### config.mk
export PLATFORM = sky130hd
export DESIGN_NAME = ste_dmasnd_fetch
export DESIGN_NICKNAME = d
export VERILOG_FILES = /design/src/rtl/ste_dmasnd_fetch_pkg.sv /design/src/rtl/ste_dmasnd_fetch_regs.sv /design/src/rtl/ste_dmasnd_fetch.sv
export SDC_FILE = /design/constraint.sdc
export NUM_CORES = 1
export LEC_CHECK = 0
export ABC_AREA = 1
export ABC_CLOCK_PERIOD_IN_PS = 3400
export CORE_AREA = 2 2 105 107
export CTS_CLUSTER_DIAMETER = 80
export DETAILED_ROUTE_END_ITERATION = 12
export DIE_AREA = 0 0 107 109
export MAX_ROUTING_LAYER = met4
export PLACE_DENSITY = 0.82
export SYNTH_ARGS = -nofsm -noshare
export SYNTH_HDL_FRONTEND = slang
export SYNTH_HIERARCHICAL = 1
export SYNTH_SLANG_ARGS = --single-unit
### constraint.sdc
create_clock -name clk32 -period 3.4 [get_ports clk32]
set_input_delay 0.51 -clock clk32 [delete_from_list [all_inputs] [get_ports clk32]]
set_output_delay 0.51 -clock clk32 [all_outputs]
set_load 0.01 [all_outputs]
### src/rtl/ste_dmasnd_fetch_pkg.sv
// Shared constants for the STE DMA-sound fetch block: CPU register offsets,
// control bit positions and FSM state encodings.
package ste_dmasnd_fetch_pkg;

  localparam logic [5:0] OFS_CTRL    = 6'd0;
  localparam logic [5:0] OFS_START_H = 6'd1;
  localparam logic [5:0] OFS_START_M = 6'd2;
  localparam logic [5:0] OFS_START_L = 6'd3;
  localparam logic [5:0] OFS_CNT_H   = 6'd4;
  localparam logic [5:0] OFS_CNT_M   = 6'd5;
  localparam logic [5:0] OFS_CNT_L   = 6'd6;
  localparam logic [5:0] OFS_END_H   = 6'd7;
  localparam logic [5:0] OFS_END_M   = 6'd8;
  localparam logic [5:0] OFS_END_L   = 6'd9;

  localparam int CTRL_PLAY = 0;
  localparam int CTRL_LOOP = 1;
  localparam int CTRL_DONE = 7;

  localparam logic [2:0] ST_IDLE  = 3'd0;
  localparam logic [2:0] ST_WAIT  = 3'd1;
  localparam logic [2:0] ST_LOAD  = 3'd2;
  localparam logic [2:0] ST_CHECK = 3'd3;
  localparam logic [2:0] ST_END   = 3'd4;

endpackage

### src/rtl/ste_dmasnd_fetch_regs.sv
// CPU-visible DMA-sound registers: write decode, start/end shadows, working
// frame end copy and the byte-wide read mux. Frame-done bit under DMASND_FRAME_IRQ_EN.
module dmasnd_regs
  import ste_dmasnd_fetch_pkg::*;
#(
  parameter int ADDR_W = 22
) (
  input  logic              clk32,
  input  logic              resb,
  input  logic              CS,
  input  logic              RW,
  input  logic [6:1]        A,
  input  logic [15:0]       DIN,
  output logic [15:0]       DOUT,
  input  logic [ADDR_W-1:1] counter_i,
  input  logic              load_frame_i,
  input  logic              clr_play_i,
  output logic              play_o,
  output logic              loop_o,
  output logic              stop_wr_o,
  output logic [ADDR_W-1:1] start_sh_o,
  output logic [ADDR_W-1:1] end_sh_o,
  output logic [ADDR_W-1:1] frame_end_o
`ifdef DMASND_FRAME_IRQ_EN
  ,
  input  logic              set_done_i
`endif
);

  logic              cs_q;
  logic              play_q;
  logic              loop_q;
  logic [ADDR_W-1:1] start_sh_q;
  logic [ADDR_W-1:1] end_sh_q;
  logic [ADDR_W-1:1] frame_end_q;
  logic              wr_stb;
  logic              done_bit;
  logic [7:0]        rdata;
  logic              unused_din;

  // One write per CS assertion, however long the CPU holds the cycle.
  assign wr_stb     = CS & ~RW & ~cs_q;
  assign stop_wr_o  = wr_stb && (A == OFS_CTRL) && !DIN[CTRL_PLAY];
  assign unused_din = ^DIN[15:8];

  always_ff @(posedge clk32) begin
    // NOTE: state updates use <= so every register samples pre-edge values.
    if (!resb) begin
      cs_q        <= 1'b0;
      play_q      <= 1'b0;
      loop_q      <= 1'b0;
      start_sh_q  <= '0;
      end_sh_q    <= '0;
      frame_end_q <= '0;
    end else begin
      cs_q <= CS;
      if (load_frame_i) frame_end_q <= end_sh_q;
      if (clr_play_i)   play_q      <= 1'b0;
      // Placed after the FSM clear so a CPU ctrl write in the same cycle wins.
      if (wr_stb) begin
        case (A)
          OFS_CTRL: begin
            play_q <= DIN[CTRL_PLAY];
            loop_q <= DIN[CTRL_LOOP];
          end
          OFS_START_H: start_sh_q[ADDR_W-1:16] <= DIN[ADDR_W-17:0];
          OFS_START_M: start_sh_q[15:8]        <= DIN[7:0];
          OFS_START_L: start_sh_q[7:1]         <= DIN[7:1];
          OFS_END_H:   end_sh_q[ADDR_W-1:16]   <= DIN[ADDR_W-17:0];
          OFS_END_M:   end_sh_q[15:8]          <= DIN[7:0];
          OFS_END_L:   end_sh_q[7:1]           <= DIN[7:1];
          default: ;
        endcase
      end
    end
  end

`ifdef DMASND_FRAME_IRQ_EN
  logic done_q;
  logic rd_stb;

  assign rd_stb = CS & RW & ~cs_q;

  always_ff @(posedge clk32) begin
    if (!resb)                          done_q <= 1'b0;
    else if (set_done_i)                done_q <= 1'b1;
    else if (rd_stb && A == OFS_CTRL)   done_q <= 1'b0;
  end

  assign done_bit = done_q;
`else
  assign done_bit = 1'b0;
`endif

  always_comb begin
    // NOTE: default assignment first so no path through the case infers a latch.
    rdata = 8'h00;
    case (A)
      OFS_CTRL:    rdata = {done_bit, 5'b00000, loop_q, play_q};
      OFS_START_H: rdata = 8'(start_sh_q[ADDR_W-1:16]);
      OFS_START_M: rdata = start_sh_q[15:8];
      OFS_START_L: rdata = {start_sh_q[7:1], 1'b0};
      OFS_CNT_H:   rdata = 8'(counter_i[ADDR_W-1:16]);
      OFS_CNT_M:   rdata = counter_i[15:8];
      OFS_CNT_L:   rdata = {counter_i[7:1], 1'b0};
      OFS_END_H:   rdata = 8'(end_sh_q[ADDR_W-1:16]);
      OFS_END_M:   rdata = end_sh_q[15:8];
      OFS_END_L:   rdata = {end_sh_q[7:1], 1'b0};
      default:     rdata = 8'h00;
    endcase
  end

  assign DOUT        = {8'h00, rdata};
  assign play_o      = play_q;
  assign loop_o      = loop_q;
  assign start_sh_o  = start_sh_q;
  assign end_sh_o    = end_sh_q;
  assign frame_end_o = frame_end_q;

endmodule

### src/rtl/ste_dmasnd_fetch.sv
// STE DMA-sound fetch: frame FSM, word counter and arbiter/shifter handshake.
// Optional SINT frame interrupt and sticky done bit under DMASND_FRAME_IRQ_EN.
module ste_dmasnd_fetch
  import ste_dmasnd_fetch_pkg::*;
#(
  parameter int ADDR_W   = 22,
  parameter int LOAD_LEN = 4
) (
  input  logic              clk32,
  input  logic              resb,
  input  logic              CS,
  input  logic              RW,
  input  logic [6:1]        A,
  input  logic [15:0]       DIN,
  output logic [15:0]       DOUT,
  input  logic              SREQ,
  output logic              SND_REQ,
  input  logic              SND_ACK,
  output logic [ADDR_W-1:1] SND_ADDR,
  output logic              SLOAD_N,
  output logic              SACTIVE
`ifdef DMASND_FRAME_IRQ_EN
  ,
  output logic              SINT
`endif
);

  localparam int                LW        = $clog2(LOAD_LEN);
  localparam logic [LW-1:0]     LOAD_LAST = LW'(LOAD_LEN - 1);
  localparam logic [ADDR_W-1:1] WORD_STEP = (ADDR_W-1)'(1);

  logic [2:0]        state_q,   state_d;
  logic [ADDR_W-1:1] cnt_q,     cnt_d;
  logic [ADDR_W-1:1] addr_q,    addr_d;
  logic [LW-1:0]     lcnt_q,    lcnt_d;
  logic              sload_n_q, sload_n_d;
  logic              sactive_q, sactive_d;

  logic              play, loop, stop_wr;
  logic [ADDR_W-1:1] start_sh, end_sh, frame_end;
  logic              load_frame, clr_play, zero_len, snd_req;

  dmasnd_regs #(.ADDR_W(ADDR_W)) u_regs (
    .clk32        (clk32),
    .resb         (resb),
    .CS           (CS),
    .RW           (RW),
    .A            (A),
    .DIN          (DIN),
    .DOUT         (DOUT),
    .counter_i    (cnt_q),
    .load_frame_i (load_frame),
    .clr_play_i   (clr_play),
    .play_o       (play),
    .loop_o       (loop),
    .stop_wr_o    (stop_wr),
    .start_sh_o   (start_sh),
    .end_sh_o     (end_sh),
    .frame_end_o  (frame_end)
`ifdef DMASND_FRAME_IRQ_EN
    ,
    .set_done_i   (state_q == ST_END)
`endif
  );

  // The counter is loaded straight from the start shadow and acts as the working start copy.
  assign zero_len = (start_sh == end_sh);
  assign snd_req  = (state_q == ST_WAIT) & SREQ & play;

  always_comb begin
    state_d    = state_q;
    cnt_d      = cnt_q;
    addr_d     = addr_q;
    lcnt_d     = lcnt_q;
    sload_n_d  = sload_n_q;
    sactive_d  = sactive_q;
    load_frame = 1'b0;
    clr_play   = 1'b0;
    case (state_q)
      ST_IDLE: begin
        // SACTIVE is cleared while parked here; END leaves it as it was.
        sactive_d = 1'b0;
        if (play) begin
          load_frame = 1'b1;
          cnt_d      = start_sh;
          sactive_d  = 1'b1;
          state_d    = zero_len ? ST_END : ST_WAIT;
        end
      end
      ST_WAIT: begin
        if (!play) begin
          sactive_d = 1'b0;
          state_d   = ST_IDLE;
        end else if (snd_req && SND_ACK) begin
          addr_d    = cnt_q;
          sload_n_d = 1'b0;
          lcnt_d    = '0;
          state_d   = ST_LOAD;
        end
      end
      ST_LOAD: begin
        if (lcnt_q == LOAD_LAST) begin
          sload_n_d = 1'b1;
          cnt_d     = cnt_q + WORD_STEP;
          if (!play) begin
            sactive_d = 1'b0;
            state_d   = ST_IDLE;
          end else begin
            state_d = ST_CHECK;
          end
        end else begin
          lcnt_d = lcnt_q + LW'(1);
        end
      end
      ST_CHECK: begin
        if (cnt_q == frame_end) begin
          sactive_d = 1'b0;
          state_d   = ST_END;
        end else begin
          state_d = ST_WAIT;
        end
      end
      ST_END: begin
        if (loop && play && !stop_wr) begin
          load_frame = 1'b1;
          cnt_d      = start_sh;
          sactive_d  = 1'b1;
          state_d    = zero_len ? ST_END : ST_WAIT;
        end else begin
          clr_play = 1'b1;
          state_d  = ST_IDLE;
        end
      end
      default: state_d = ST_IDLE;
    endcase
  end

  always_ff @(posedge clk32) begin
    if (!resb) begin
      state_q   <= ST_IDLE;
      cnt_q     <= '0;
      addr_q    <= '0;
      lcnt_q    <= '0;
      sload_n_q <= 1'b1;
      sactive_q <= 1'b0;
    end else begin
      state_q   <= state_d;
      cnt_q     <= cnt_d;
      addr_q    <= addr_d;
      lcnt_q    <= lcnt_d;
      sload_n_q <= sload_n_d;
      sactive_q <= sactive_d;
    end
  end

  assign SND_REQ  = snd_req;
  assign SND_ADDR = addr_q;
  assign SLOAD_N  = sload_n_q;
  assign SACTIVE  = sactive_q;
`ifdef DMASND_FRAME_IRQ_EN
  assign SINT     = (state_q == ST_END);
`endif

endmodule
==> flow_summary.ini <==
[sta]
hold_viol = 0
fmax_ghz = 0.322
final.min_clock_period_ps = 3100
min_period_over_period = 0.912
slew_headroom = 0.463
finalSetupViolCount = 0
worstMarginPinSlew_ps = 805
setup_ws_ps = 299
final.setup.tns_ps = 0
rsz0062_at_grt = false
skew_ps = 6.07
finalMaxSlewViolations = 0

[worst_setup_path]
crit_required_ps = 2890
path_cells = clkdlybuf4s50_1 -> nor2_2 -> nand2_1 -> nor2_2 -> nand2_1 -> nand2_1 -> nor2_1 -> nand2_1 -> clkdlybuf4s50_1
crit_buf_inv = 2
path_class = primary input to output port
slowest_stage = clkdlybuf4s50_1
critPathTopFamily = buffers and inverters
arrival_ps = 2590
end_kind = output port
crit_top_cell = nand2_1
crit_fanout = 8
cpPeakStageDelay_ps = 550
crit_path_start_kind = primary input

[detailed_routing]
ant_nets = 0
routed_wirelength_um = 18200
drtIter0Drc = 578
viasPerCell = 5.50
firstDrtPassIters = 5
avgRoutedWirePerCell_um = 15.2
vias = 6596
drc = 0

[floorplan]
die_area_um2 = 11700
core_area_um2 = 10600
io_pins = 68
die_h_um = 109
start_util = 0.601
std_cell_rows = 38
die_w_um = 107

[power]
p_per_area_nw_per_um2 = 446
p_clk_frac = 0.555
swShare = 0.215
internal_power_uw = 2640
p_seq_frac = 0.405
switchingPower_uw = 724
p_comb_frac = 0.040
power.leakage_uw = 0.00315
peakVddDrop_mv = 0.301

[clock_network]
htree_levels = 4
clkTransAtPathRegs_ps = 50
cts_buffers = 17
post_cts_buffers = 0
clkLatencyLatePin_ps = 530
clk_path_buf_depth = 2
cts_resized = 0
postCtsHoldBufs = 0
cts_root_buffer = clkbuf_8
tritoncts = built
cts_sinks = 115

[yosys]
avgSynthCellArea_um2 = 6.33
synthTopCellsByArea = dfxtp_1 36%, nor2_1 12%, nand2_1 12%
synth_top_area_share = 0.361
yosysWarnings = 6
seq_area_frac_synth = 0.361
synth_edf_count = 0
synthTopCellsByCount = 212 x nor2_1, 207 x nand2_1, 115 x dfxtp_1
netlist_area_um2 = 6380
synth_top_cell_by_area = dfxtp_1
synth-main-ff-cell = dfxtp_1
synth-seq-cells = 115
netlist_instances = 1007
yosysMostFrequentCell = nor2_1
ys_async_sr_fraction = 0
synth_cell_type_count = 51

[finish]
layout.nets = 1079
syn_to_final_growth_pct = 18.2
drive_above_1_share = 0.0821
fillCellCount = 934
diodes = 0
final_util = 0.711

[outcome]
outcome = completed

[global_routing]
grt_first_pass_wirelength_um = 29300
grt_max_degree = 97
antenna_found_initial = 0
grt_pass1_vias = 5800
globalRouteOverflowTotal = 0
track_usage = 0.335

[placed_design]
dpl_worst_slack_ps = 245
port_buffers = 51
gp_congestion = 0.963
hpwlAfterDp_um = 12900

[hold_path]
hp-class = flip-flop to flip-flop

[flow_run]
maxCapViolCount = 0
[worst register-to-register path, delay by kind of cell, from the launching register on]
kind / cells / cell delay [ps]
flops: 1 / 300
simple gates: 6 / 860
buf+inv: 3 / 360
compound gates: 4 / 590
[power by group through the flow]
stage | Clock [µW] | Combinational, µW | Sequential, µW
after floorplan | 0 | 83.9 | 1390
after global placement | 0 | 131 | 1390
after detailed placement | 0 | 133 | 1390
after CTS | 1880 | 134 | 1360
after global routing | 1940 | 148 | 1360
final | 1870 | 136 | 1360
[registers in the layout, summed over array words and instances, names as in the netlist]
| register | flops |
|---|---|
| u_regs/cs_q | 1 |
| SLOAD_N | 1 |
| SACTIVE | 1 |
| state_q | 3 |
| u_regs/end_sh_o | 21 |
| cnt_q | 21 |
| u_regs/play_o | 1 |
| lcnt_q | 2 |
| u_regs/loop_o | 1 |
| SND_ADDR | 21 |
| u_regs/start_sh_o | 21 |
| u_regs/frame_end_o | 21 |
[final timing paths]
kind	to	slack (ps)	cells after the start	from
max	DOUT[5]	300	9	A[2]
min	SACTIVE$_SDFFE_PN0P_	490	2	SACTIVE$_SDFFE_PN0P_
max reg2reg	cnt_q[12]$_SDFFE_PN0P_	1160	13	u_regs/cs_q$_SDFF_PN0_
min reg2reg	SACTIVE$_SDFFE_PN0P_	490	2	SACTIVE$_SDFFE_PN0P_
[routing by layer]
layer,vias up,part of all wire,global-route usage
met5,-,0,-
met4,0,0.033,0.143
met3,52,0.088,0.0640
met2,294,0.44,0.496
met1,2973,0.44,0.448
li1,3277,-,-
[metrics by stage]
stage	total power (µW)	instance area, µm²	std cells	hold slack [ps]
after floorplan	1470	6400	1014	465
after global placement	1520	6930	1170	476
after detailed placement	1520	6930	1170	479
after CTS	3370	7540	1200	492
after global routing	3450	7540	1200	506
final	3360	7540	1200	487
[cell families after synthesis]
kind of cell | share of synthesized area
and+or+nand+nor | 0.354
AOI/OAI and AO/OA | 0.154
buffers and inverters | 0.107
DFF | 0.361
xor gates and xnor gates | 0.0192
adders and majority gates | 0.00392
other | 0.000588
[layout make-up]
cell class                 instances  area, µm²  area share
clock inverter                     9        154      0.0204
clock buffer                      21        459      0.0609
multi-input combinational        737       3420       0.453
sequential                       115       2300       0.305
tap                              140        175      0.0232
timing repair buffer              60        586      0.0777
inverter                         118        447      0.0592
[layout by cell type, fill, tap and decap left out, types with 3 or more instances in the layout]
master,count
nor2_1,212
nand2_1,207
dfxtp_1,115
inv_1,104
o21ai_0,103
nand3_1,56
a21oi_1,51
clkdlybuf4s50_1,50
nand4_1,20
clkbuf_16,16
nor2_2,12
inv_2,11
o21ai_1,9
buf_4,8
conb_1,8
xor2_1,7
xnor2_1,7
nand2_2,5
clkbuf_8,4
bufinv_16,4
nor2_4,4
nor3_1,3
nor3_2,3
o21a_1,3
clkinv_2,3
Note: power is estimated with default switching activity, not from simulation.
